<file path="src/rtl/cpu_pkg.sv">
// Shared opcode, state and ALU-select encodings plus the control-bundle types
// used by the control unit and its opcode decoder.
package cpu_pkg;

  localparam int unsigned OP_W    = 5;
  localparam int unsigned STATE_W = 4;
  localparam int unsigned ALU_W   = 3;

  localparam logic [OP_W-1:0] OP_LD   = 5'b00000;
  localparam logic [OP_W-1:0] OP_LDI  = 5'b00001;
  localparam logic [OP_W-1:0] OP_ST   = 5'b00010;
  localparam logic [OP_W-1:0] OP_ADD  = 5'b00011;
  localparam logic [OP_W-1:0] OP_SUB  = 5'b00100;
  localparam logic [OP_W-1:0] OP_AND  = 5'b00101;
  localparam logic [OP_W-1:0] OP_OR   = 5'b00110;
  localparam logic [OP_W-1:0] OP_ADDI = 5'b01100;
  localparam logic [OP_W-1:0] OP_ANDI = 5'b01101;
  localparam logic [OP_W-1:0] OP_ORI  = 5'b01110;
  localparam logic [OP_W-1:0] OP_NOP  = 5'b11010;
  localparam logic [OP_W-1:0] OP_HALT = 5'b11011;

  localparam logic [STATE_W-1:0] ST_T0   = 4'd0;
  localparam logic [STATE_W-1:0] ST_T1   = 4'd1;
  localparam logic [STATE_W-1:0] ST_T2   = 4'd2;
  localparam logic [STATE_W-1:0] ST_T3   = 4'd3;
  localparam logic [STATE_W-1:0] ST_T4   = 4'd4;
  localparam logic [STATE_W-1:0] ST_T5   = 4'd5;
  localparam logic [STATE_W-1:0] ST_T6   = 4'd6;
  localparam logic [STATE_W-1:0] ST_T7   = 4'd7;
  localparam logic [STATE_W-1:0] ST_HALT = 4'd8;

  localparam logic [ALU_W-1:0] ALU_ADD = 3'b000;
  localparam logic [ALU_W-1:0] ALU_SUB = 3'b001;
  localparam logic [ALU_W-1:0] ALU_AND = 3'b010;
  localparam logic [ALU_W-1:0] ALU_OR  = 3'b011;

  typedef struct packed {
    logic pc_out;
    logic mar_in;
    logic inc_pc;
    logic read;
    logic mdr_in;
    logic mdr_out;
    logic ir_in;
    logic write;
    logic gra;
    logic grb;
    logic grc;
    logic ba_out;
    logic r_in;
    logic r_out;
    logic rc_out;
    logic y_in;
    logic zlow_in;
    logic zlow_out;
  } ctrl_t;

  typedef struct packed {
    logic ld;
    logic ldi;
    logic st;
    logic alu_rr;
    logic alu_imm;
    logic nop;
    logic halt;
  } iclass_t;

endpackage

</file>
<file path="src/rtl/opcode_decode.sv">
// Maps the 5-bit opcode to an instruction class and the ALU operation used in T4.
// Any opcode not otherwise recognised is classed as a nop.
module opcode_decode
  import cpu_pkg::*;
(
  input  logic [OP_W-1:0]  op_i,
  output iclass_t          iclass_o,
  output logic [ALU_W-1:0] alu_sel_o
);

  always_comb begin
    iclass_o  = '0;
    alu_sel_o = ALU_ADD;
    case (op_i)
      OP_LD:   iclass_o.ld  = 1'b1;
      OP_LDI:  iclass_o.ldi = 1'b1;
      OP_ST:   iclass_o.st  = 1'b1;
      OP_ADD:  iclass_o.alu_rr = 1'b1;
      OP_SUB:  begin iclass_o.alu_rr = 1'b1; alu_sel_o = ALU_SUB; end
      OP_AND:  begin iclass_o.alu_rr = 1'b1; alu_sel_o = ALU_AND; end
      OP_OR:   begin iclass_o.alu_rr = 1'b1; alu_sel_o = ALU_OR;  end
      OP_ADDI: iclass_o.alu_imm = 1'b1;
      OP_ANDI: begin iclass_o.alu_imm = 1'b1; alu_sel_o = ALU_AND; end
      OP_ORI:  begin iclass_o.alu_imm = 1'b1; alu_sel_o = ALU_OR;  end
      OP_HALT: iclass_o.halt = 1'b1;
      default: iclass_o.nop  = 1'b1;
    endcase
  end

endmodule

</file>
<file path="src/rtl/control_unit.sv">
// Moore control FSM for the multi-cycle CPU: fetch T0-T2, opcode-driven execute
// T3-T7, and a HALT state left only by reset.
module control_unit
  import cpu_pkg::*;
(
  input  logic        clock,
  input  logic        clear,
  input  logic [31:0] IR,
  input  logic        Stop,
  output logic        Run,
  output logic        PCout,
  output logic        MARin,
  output logic        IncPC,
  output logic        Read,
  output logic        MDRin,
  output logic        MDRout,
  output logic        IRin,
  output logic        Write,
  output logic        Gra,
  output logic        Grb,
  output logic        Grc,
  output logic        BAout,
  output logic        Rin,
  output logic        Rout,
  output logic        RCout,
  output logic        Yin,
  output logic        ZLowIn,
  output logic        ZLowOut,
  output logic [2:0]  aluSel
);

  logic [STATE_W-1:0] state_q, state_d;
  logic               started_q;
  logic [OP_W-1:0]    op;
  logic               unused_ir;
  iclass_t            iclass;
  logic [ALU_W-1:0]   dec_alu_sel;
  ctrl_t              ctrl_c;
  logic [ALU_W-1:0]   alu_sel_c;
  logic               instr_end;

  assign op        = IR[31:27];
  assign unused_ir = ^IR[26:0];

  opcode_decode u_decode (
    .op_i      (op),
    .iclass_o  (iclass),
    .alu_sel_o (dec_alu_sel)
  );

  // started_q holds outputs quiet from reset until the first clock after clear rises
  always_ff @(posedge clock or negedge clear) begin
    if (!clear) begin
      state_q   <= ST_T0;
      started_q <= 1'b0;
    end else begin
      state_q   <= state_d;
      started_q <= 1'b1;
    end
  end

  always_comb begin
    state_d   = state_q;
    ctrl_c    = '0;
    alu_sel_c = ALU_ADD;
    instr_end = 1'b0;
    case (state_q)
      ST_T0: begin
        ctrl_c.pc_out = 1'b1; ctrl_c.mar_in = 1'b1; ctrl_c.inc_pc = 1'b1;
        state_d = ST_T1;
      end
      ST_T1: begin
        ctrl_c.read = 1'b1; ctrl_c.mdr_in = 1'b1;
        state_d = ST_T2;
      end
      ST_T2: begin
        ctrl_c.mdr_out = 1'b1; ctrl_c.ir_in = 1'b1;
        state_d = ST_T3;
      end
      ST_T3: begin
        if (iclass.halt) begin
          state_d = ST_HALT;
        end else if (iclass.nop) begin
          instr_end = 1'b1;
        end else begin
          ctrl_c.grb = 1'b1; ctrl_c.y_in = 1'b1;
          if (iclass.alu_rr || iclass.alu_imm) ctrl_c.r_out  = 1'b1;
          else                                 ctrl_c.ba_out = 1'b1;
          state_d = ST_T4;
        end
      end
      ST_T4: begin
        ctrl_c.zlow_in = 1'b1;
        alu_sel_c      = dec_alu_sel;
        if (iclass.alu_rr) begin
          ctrl_c.grc = 1'b1; ctrl_c.r_out = 1'b1;
        end else begin
          ctrl_c.rc_out = 1'b1;
        end
        state_d = ST_T5;
      end
      ST_T5: begin
        ctrl_c.zlow_out = 1'b1;
        if (iclass.ld || iclass.st) begin
          ctrl_c.mar_in = 1'b1;
          state_d = ST_T6;
        end else begin
          ctrl_c.gra = 1'b1; ctrl_c.r_in = 1'b1;
          instr_end = 1'b1;
        end
      end
      ST_T6: begin
        ctrl_c.mdr_in = 1'b1;
        if (iclass.st) begin
          ctrl_c.gra = 1'b1; ctrl_c.r_out = 1'b1;
        end else begin
          ctrl_c.read = 1'b1;
        end
        state_d = ST_T7;
      end
      ST_T7: begin
        if (iclass.st) begin
          ctrl_c.write = 1'b1;
        end else begin
          ctrl_c.mdr_out = 1'b1; ctrl_c.gra = 1'b1; ctrl_c.r_in = 1'b1;
        end
        instr_end = 1'b1;
      end
      ST_HALT: state_d = ST_HALT;
      default: state_d = ST_T0;
    endcase

    // Stop is honoured only on the last state of an instruction
    if (instr_end) state_d = Stop ? ST_HALT : ST_T0;

    if (!started_q) begin
      state_d   = ST_T0;
      ctrl_c    = '0;
      alu_sel_c = ALU_ADD;
    end
  end

  assign Run     = (state_q != ST_HALT);
  assign PCout   = ctrl_c.pc_out;
  assign MARin   = ctrl_c.mar_in;
  assign IncPC   = ctrl_c.inc_pc;
  assign Read    = ctrl_c.read;
  assign MDRin   = ctrl_c.mdr_in;
  assign MDRout  = ctrl_c.mdr_out;
  assign IRin    = ctrl_c.ir_in;
  assign Write   = ctrl_c.write;
  assign Gra     = ctrl_c.gra;
  assign Grb     = ctrl_c.grb;
  assign Grc     = ctrl_c.grc;
  assign BAout   = ctrl_c.ba_out;
  assign Rin     = ctrl_c.r_in;
  assign Rout    = ctrl_c.r_out;
  assign RCout   = ctrl_c.rc_out;
  assign Yin     = ctrl_c.y_in;
  assign ZLowIn  = ctrl_c.zlow_in;
  assign ZLowOut = ctrl_c.zlow_out;
  assign aluSel  = alu_sel_c;

endmodule

</file>
<file path="config.mk">
export PLATFORM = sky130hd
export DESIGN_NAME = control_unit
export DESIGN_NICKNAME = d
export VERILOG_FILES = /design/src/rtl/cpu_pkg.sv /design/src/rtl/opcode_decode.sv /design/src/rtl/control_unit.sv
export SDC_FILE = /design/constraint.sdc
export NUM_CORES = 1
export LEC_CHECK = 0
export ABC_AREA = 1
export ABC_CLOCK_PERIOD_IN_PS = 2800
export CAP_MARGIN = 10
export CORE_MARGIN = 2
export CORE_UTILIZATION = 32
export DETAILED_ROUTE_END_ITERATION = 8
export PLACE_DENSITY = 0.85
export SYNTH_ARGS = -nofsm -noshare
export SYNTH_HDL_FRONTEND = slang
export SYNTH_SLANG_ARGS = --single-unit
export TNS_END_PERCENT = 20
</file>
<file path="constraint.sdc">
create_clock -name clock -period 2.8 [get_ports clock]
set_clock_uncertainty 0.05 [all_clocks]
set_input_delay 0.42 -clock clock [delete_from_list [all_inputs] [get_ports clock]]
set_output_delay 0.42 -clock clock [all_outputs]
set_load 0.005 [all_outputs]
</file>
; ---- Word-level counts from Yosys, hierarchy flattened
; Index checks and enable logic that the tools add are counted.
[word_totals]
input_bits = 35
output_inout_bits = 22
regBits = 5
elab_cells = 82
[op_classes]
eq_ne = 22
n_reduce_logical = 10
n_mux = 48
[ops]
columns = cell, count
row1 = 4-bit one-hot mux with 9 select lines, 1
row2 = 1-bit two-way mux, 30
row3 = 4-bit two-way mux, 6
row4 = 18-bit two-way mux, 1
row5 = "4-bit by 3-bit equality test with 1-bit output, second input constant", 4
row6 = "5-bit by 3-bit equality test with 1-bit output, second input constant", 3
row7 = "5-bit by 4-bit equality test with 1-bit output, second input constant", 3
row8 = 11-bit OR reduction, 1
row9 = "5-bit by 2-bit equality test with 1-bit output, second input constant", 2
row10 = 1-bit one-hot mux with 3 select lines, 3
row11 = "4-bit by 2-bit equality test with 1-bit output, second input constant", 2
row12 = "4-bit inequality test, second input constant", 2
row13 = 3-bit two-way mux, 2
row14 = 1-bit one-hot mux with 2 select lines, 3
row15 = 2-bit one-hot mux with 3 select lines, 1
row16 = "5-bit by 1-bit equality test with 1-bit output, second input constant", 1
row17 = "5-bit equality test, second input constant", 1
row18 = 5-bit logical NOT, 1
row19 = "5-bit inequality test, second input constant", 1
row20 = "4-bit by 1-bit equality test with 1-bit output, second input constant", 1
row21 = "4-bit equality test, second input constant", 1
row22 = 4-bit logical NOT, 1
row23 = 2-bit one-hot mux with 2 select lines, 1
row24 = 2-bit OR reduction, 2
row25 = other kinds (5), 6

; ---- Depth between registers and ports, before layout
[logic_depth]
depth_word = 9
ltp_mapped = 9
mapped_depth_nobuf = 9

; ---- Hierarchy
; A second synthesis with hierarchy kept.
[unflattened]
cells_unflattened = 132
area_unflattened_um2 = 726.9
[modules_own_cells]
columns = module, area_per_inst_um2, cells_each, seq_area_each_um2, instances
row1 = control_unit, 521.8, 85, 125.1, 1
row2 = opcode_decode, 205.2, 47, 0.0, 1

; ---- Worst setup path after synthesis
; OpenSTA, ideal clock, no wires.
[synth_path]
path_type = input port to output port
from = input port IR[28]
to = output port Yin
path_slack_ns = 1.107
arrival_ns = 1.223
t_required_ns = 2.330
path_buffers = 1
cell_stages = 7
cell_sequence = nand2_2 > nand2_1 > nand3_1 > nand2_1 > o21ai_0 > nor2_1 > buf_4
[synth_via]
elab_chain_cells = 6
elab_cells_between_ends = 17
classes_between = 10 x eq/ne / 5 x mux / 2 x reduce/logical
[synth_rtl]
columns = element, line_no
row1 = from (decl), control_unit.sv:8  ; input logic [31:0] IR,
row2 = "5-bit by 1-bit equality test with 1-bit output, or another cell as far along", opcode_decode.sv:14  ; case (op_i)
row3 = 11-bit OR reduction (no line), --
row4 = 1-bit two-way mux, control_unit.sv:83  ; end else if (iclass.nop) begin
row5 = 1-bit two-way mux (*), control_unit.sv:81  ; if (iclass.halt) begin
row6 = 1-bit two-way mux (*), control_unit.sv:67  ; case (state_q)
row7 = 18-bit two-way mux (*), control_unit.sv:136  ; if (!started_q) begin
row8 = to (decl), control_unit.sv:26  ; output logic Yin,
; Every way passes the cells marked *; elsewhere a longest branch is shown, timed or not.

; ---- Final worst setup path
[layout_path]
from = input port IR[30]
to = output port Rout
[layout_via]
elab_chain_cells = 9
elab_cells_between_ends = 26
classes_between = 10 x eq/ne / 11 x mux / 5 x reduce/logical
[layout_rtl]
columns = element, line_no
row1 = "5-bit by 2-bit equality test with 1-bit output, or another cell as far along", opcode_decode.sv:14
row2 = 4-bit OR reduction (no line) / 3-bit OR reduction (equally long branches), --
row3 = 1-bit two-way mux, opcode_decode.sv:14
row4 = 1-bit logical OR, control_unit.sv:87  ; if (iclass.alu_rr || iclass.alu_imm) ctrl_c.r_out = 1'b1;
row5 = 1-bit two-way mux, control_unit.sv:87
row6 = 1-bit two-way mux, control_unit.sv:83
row7 = 1-bit two-way mux, control_unit.sv:81
row8 = 1-bit one-hot mux with 3 select lines (*), control_unit.sv:67
row9 = 18-bit two-way mux (*), control_unit.sv:136
row10 = to (decl), control_unit.sv:24  ; output logic Rout,
; Marks and branches as above.

==> impl_metrics.env <==
export IMPL_numCtsBuffers=3
export IMPL_yosysUniqueCellTypes=24
export IMPL_synth_fp_nets=139
export IMPL_layout_drive_gt1_share=0.1343
export IMPL_port_buffers=28
export IMPL_hold_buffers=0
export IMPL_ys_seq_area_frac=0.2101
export IMPL_gp_congestion=0.8674
export IMPL_grt_overflow_total=0
export IMPL_hold_slack_ns=0.3479
export IMPL_clk_path_buf_depth=2
export IMPL_dp_slack_ns=0.04308
export IMPL_initial_core_util=0.3412
export IMPL_hold_viol=0
export IMPL_drc=0
export IMPL_synth_cells=104
export IMPL_startpoint_type="input pin"
export IMPL_viasPerCell=4.698
export IMPL_min_period_ns=2.664
export IMPL_fin_util=0.5326
export IMPL_hpwl_um=1228
export IMPL_power_density_nw_per_um2=290.0
export IMPL_cp_max_fo=4
export IMPL_syn2layout_area_growth_pct=56.09
export IMPL_design_core_area_um2=1745
export IMPL_max_freq_ghz=0.3753
export IMPL_synth_seq_cells=5
export IMPL_ant_nets=0
export IMPL_die_h_um=47.14
export IMPL_leakagePower_uw=0.0004319
export IMPL_die_w_um=47.14
export IMPL_cpPeakStageDelay_ns=0.50
export IMPL_die_area_um2=2222
export IMPL_grt_pass1_wl_um=2456
export IMPL_clkLatencyLatePin_ns=0.24
export IMPL_fillers=182
export IMPL_finalMaxSlewViolations=0
export IMPL_period_share=0.9516
export IMPL_grt_usage=0.1509
export IMPL_nets=170
export IMPL_drtIter0Drc=17
export IMPL_critical_path_class="in -> out"
export IMPL_htree_levels=1
export IMPL_clock_sinks=5
export IMPL_required_ns=2.33
export IMPL_grt_max_degree=12
export IMPL_hp_class="in -> async"
export IMPL_routed_via_count=747
export IMPL_maxCapViolCount=0
export IMPL_first_pass_iters=4
export IMPL_syn_cell_area_um2=595.6
export IMPL_setup_viol=0
export IMPL_final_area_um2=929.6
export IMPL_clk_pin_slew_worst_paths_ns=0.04
export IMPL_grt_pass1_vias=598
export IMPL_wl_um=1458
export IMPL_crit_arrival_ns=2.19
export IMPL_p_total_uw=269.6
export IMPL_ir_drop_mv=0.2653
export IMPL_ioPinCount=57
export IMPL_cts_tree="built"
export IMPL_status="finished, final reports clean"
export IMPL_num_antenna_cells=0
export IMPL_routedWlPerCell_um=9.170
export IMPL_placed_area_um2=895.9
export IMPL_fp_row_count=15
export IMPL_avgSynthCellArea_um2=5.727
export IMPL_crit_chain="clkdlybuf4s50_1 -> inv_1 -> nand2_1 -> nand2_1 -> nand3_1 -> o21ai_0 -> a21oi_1 -> nor2_1 -> clkdlybuf4s50_1"
export IMPL_layout_setup_ws_ns=0.1356
export IMPL_root_buffer="clkbuf_4"
export IMPL_endpoint_kind="output pin"
export IMPL_yosys_warnings=0
export IMPL_slowest_stage="clkdlybuf4s50_1"
export IMPL_antenna_found_initial=0
[Yosys cell counts (all sizes together)]
cell	number	area share
nor4	1	0.011
nand4	3	0.042
nor2	21	0.15
a22oi	1	0.013
a21boi	1	0.013
a21oi	6	0.050
dfrtp	5	0.21
inv	20	0.13
o21ai	4	0.034
conb	2	0.013
buf	3	0.038
nand2	22	0.15
a211oi	1	0.013
nor3	5	0.050
nand3	7	0.067
o2111ai	1	0.015
clkbuf	1	0.0063
[layer usage]
| layer | up-vias | GRT usage | routed length (um) |
|---|---|---|---|
| met1 | 338 | 0.2061 | 681 |
| met4 | 0 | 0.03333 | 0 |
| li1 | 389 | - | - |
| met3 | 0 | 0.03462 | 62 |
| met2 | 20 | 0.2438 | 714 |
| met5 | - | 0 | 0 |
[power by group]
group / switching, uW / internal [uW]
registers: 7.38 / 78.6
logic: 53.6 / 50.3
clock network: 26.1 / 53.6
total: 87.0 / 183
[timing repair]
action | 4_1_cts | 5_1_grt
resized for setup | 0 | 4
setup endpoints to repair | 0 | 6
setup buffers | 0 | 0
[worst paths after layout]
check	to	cells after the start	start	slack, ns
setup reg to reg	state_q[3]	6	state_q[3]	1.45
hold / removal	state_q[1]	1	clear	0.35
setup / recovery	Rout	9	IR[30]	0.14
max in group asynchronous	state_q[3]	1	clear	2.17
min in group clock	state_q[0]	1	state_q[0]	0.46
hold reg to reg	state_q[0]	1	state_q[0]	0.46
[area by class of cell]
cell class                 instances  area [um2]  area share
timing repair buffer              30       297.8      0.3203
tap                               25       31.28     0.03365
sequential                         5       125.1      0.1346
clock buffer                       4       26.28     0.02826
multi-input combinational         75       374.1      0.4024
inverter                          20       75.07     0.08075
[registers in the layout (all words and copies together), names as in the netlist]
name	count
started_q	1
state_q	4
[kinds of logic after synthesis]
family,count (synthesis),synth area share
other,2,0.01261
buffers and inverters,24,0.1702
AND/OR/NAND/NOR,59,0.4706
flip-flops,5,0.2101
AO/OA/AOI/OAI,14,0.1366
[per-stage QoR]
stage | instances | TNS, ns
final | 159 | 0
after global routing | 159 | -0.005628
after CTS | 159 | 0
after detailed placement | 155 | 0
after global placement | 155 | 0
after floorplan | 104 | 0
[cells in the final DEF (no fill, tap or decap)]
master and instances:
nand2_2 2, nand3_1 6, nor2_2 4, nand3_2 1
clkbuf_1 1, dfrtp_1 5, dlymetal6s2s_1 1, clkdlybuf4s50_1 27
nor2_4 1, nor3_2 1, a21boi_0 1, clkbuf_4 3
inv_2 3, nand4_2 1, o2111ai_1 1, buf_4 2
nand2_1 20, o21ai_1 1, nor2_1 16, a21oi_1 6
a22oi_1 1, nor3_1 4, a211oi_1 1, nor4_1 1
conb_1 2, o21ai_0 3, nand4_1 2, inv_1 17
[critical path, delay by kind of cell]
family	cells	cell delay, ns
compound gates	2	0.30
buf+inv	3	1.11
simple gates	4	0.36
(Power assumes the default switching activity.)
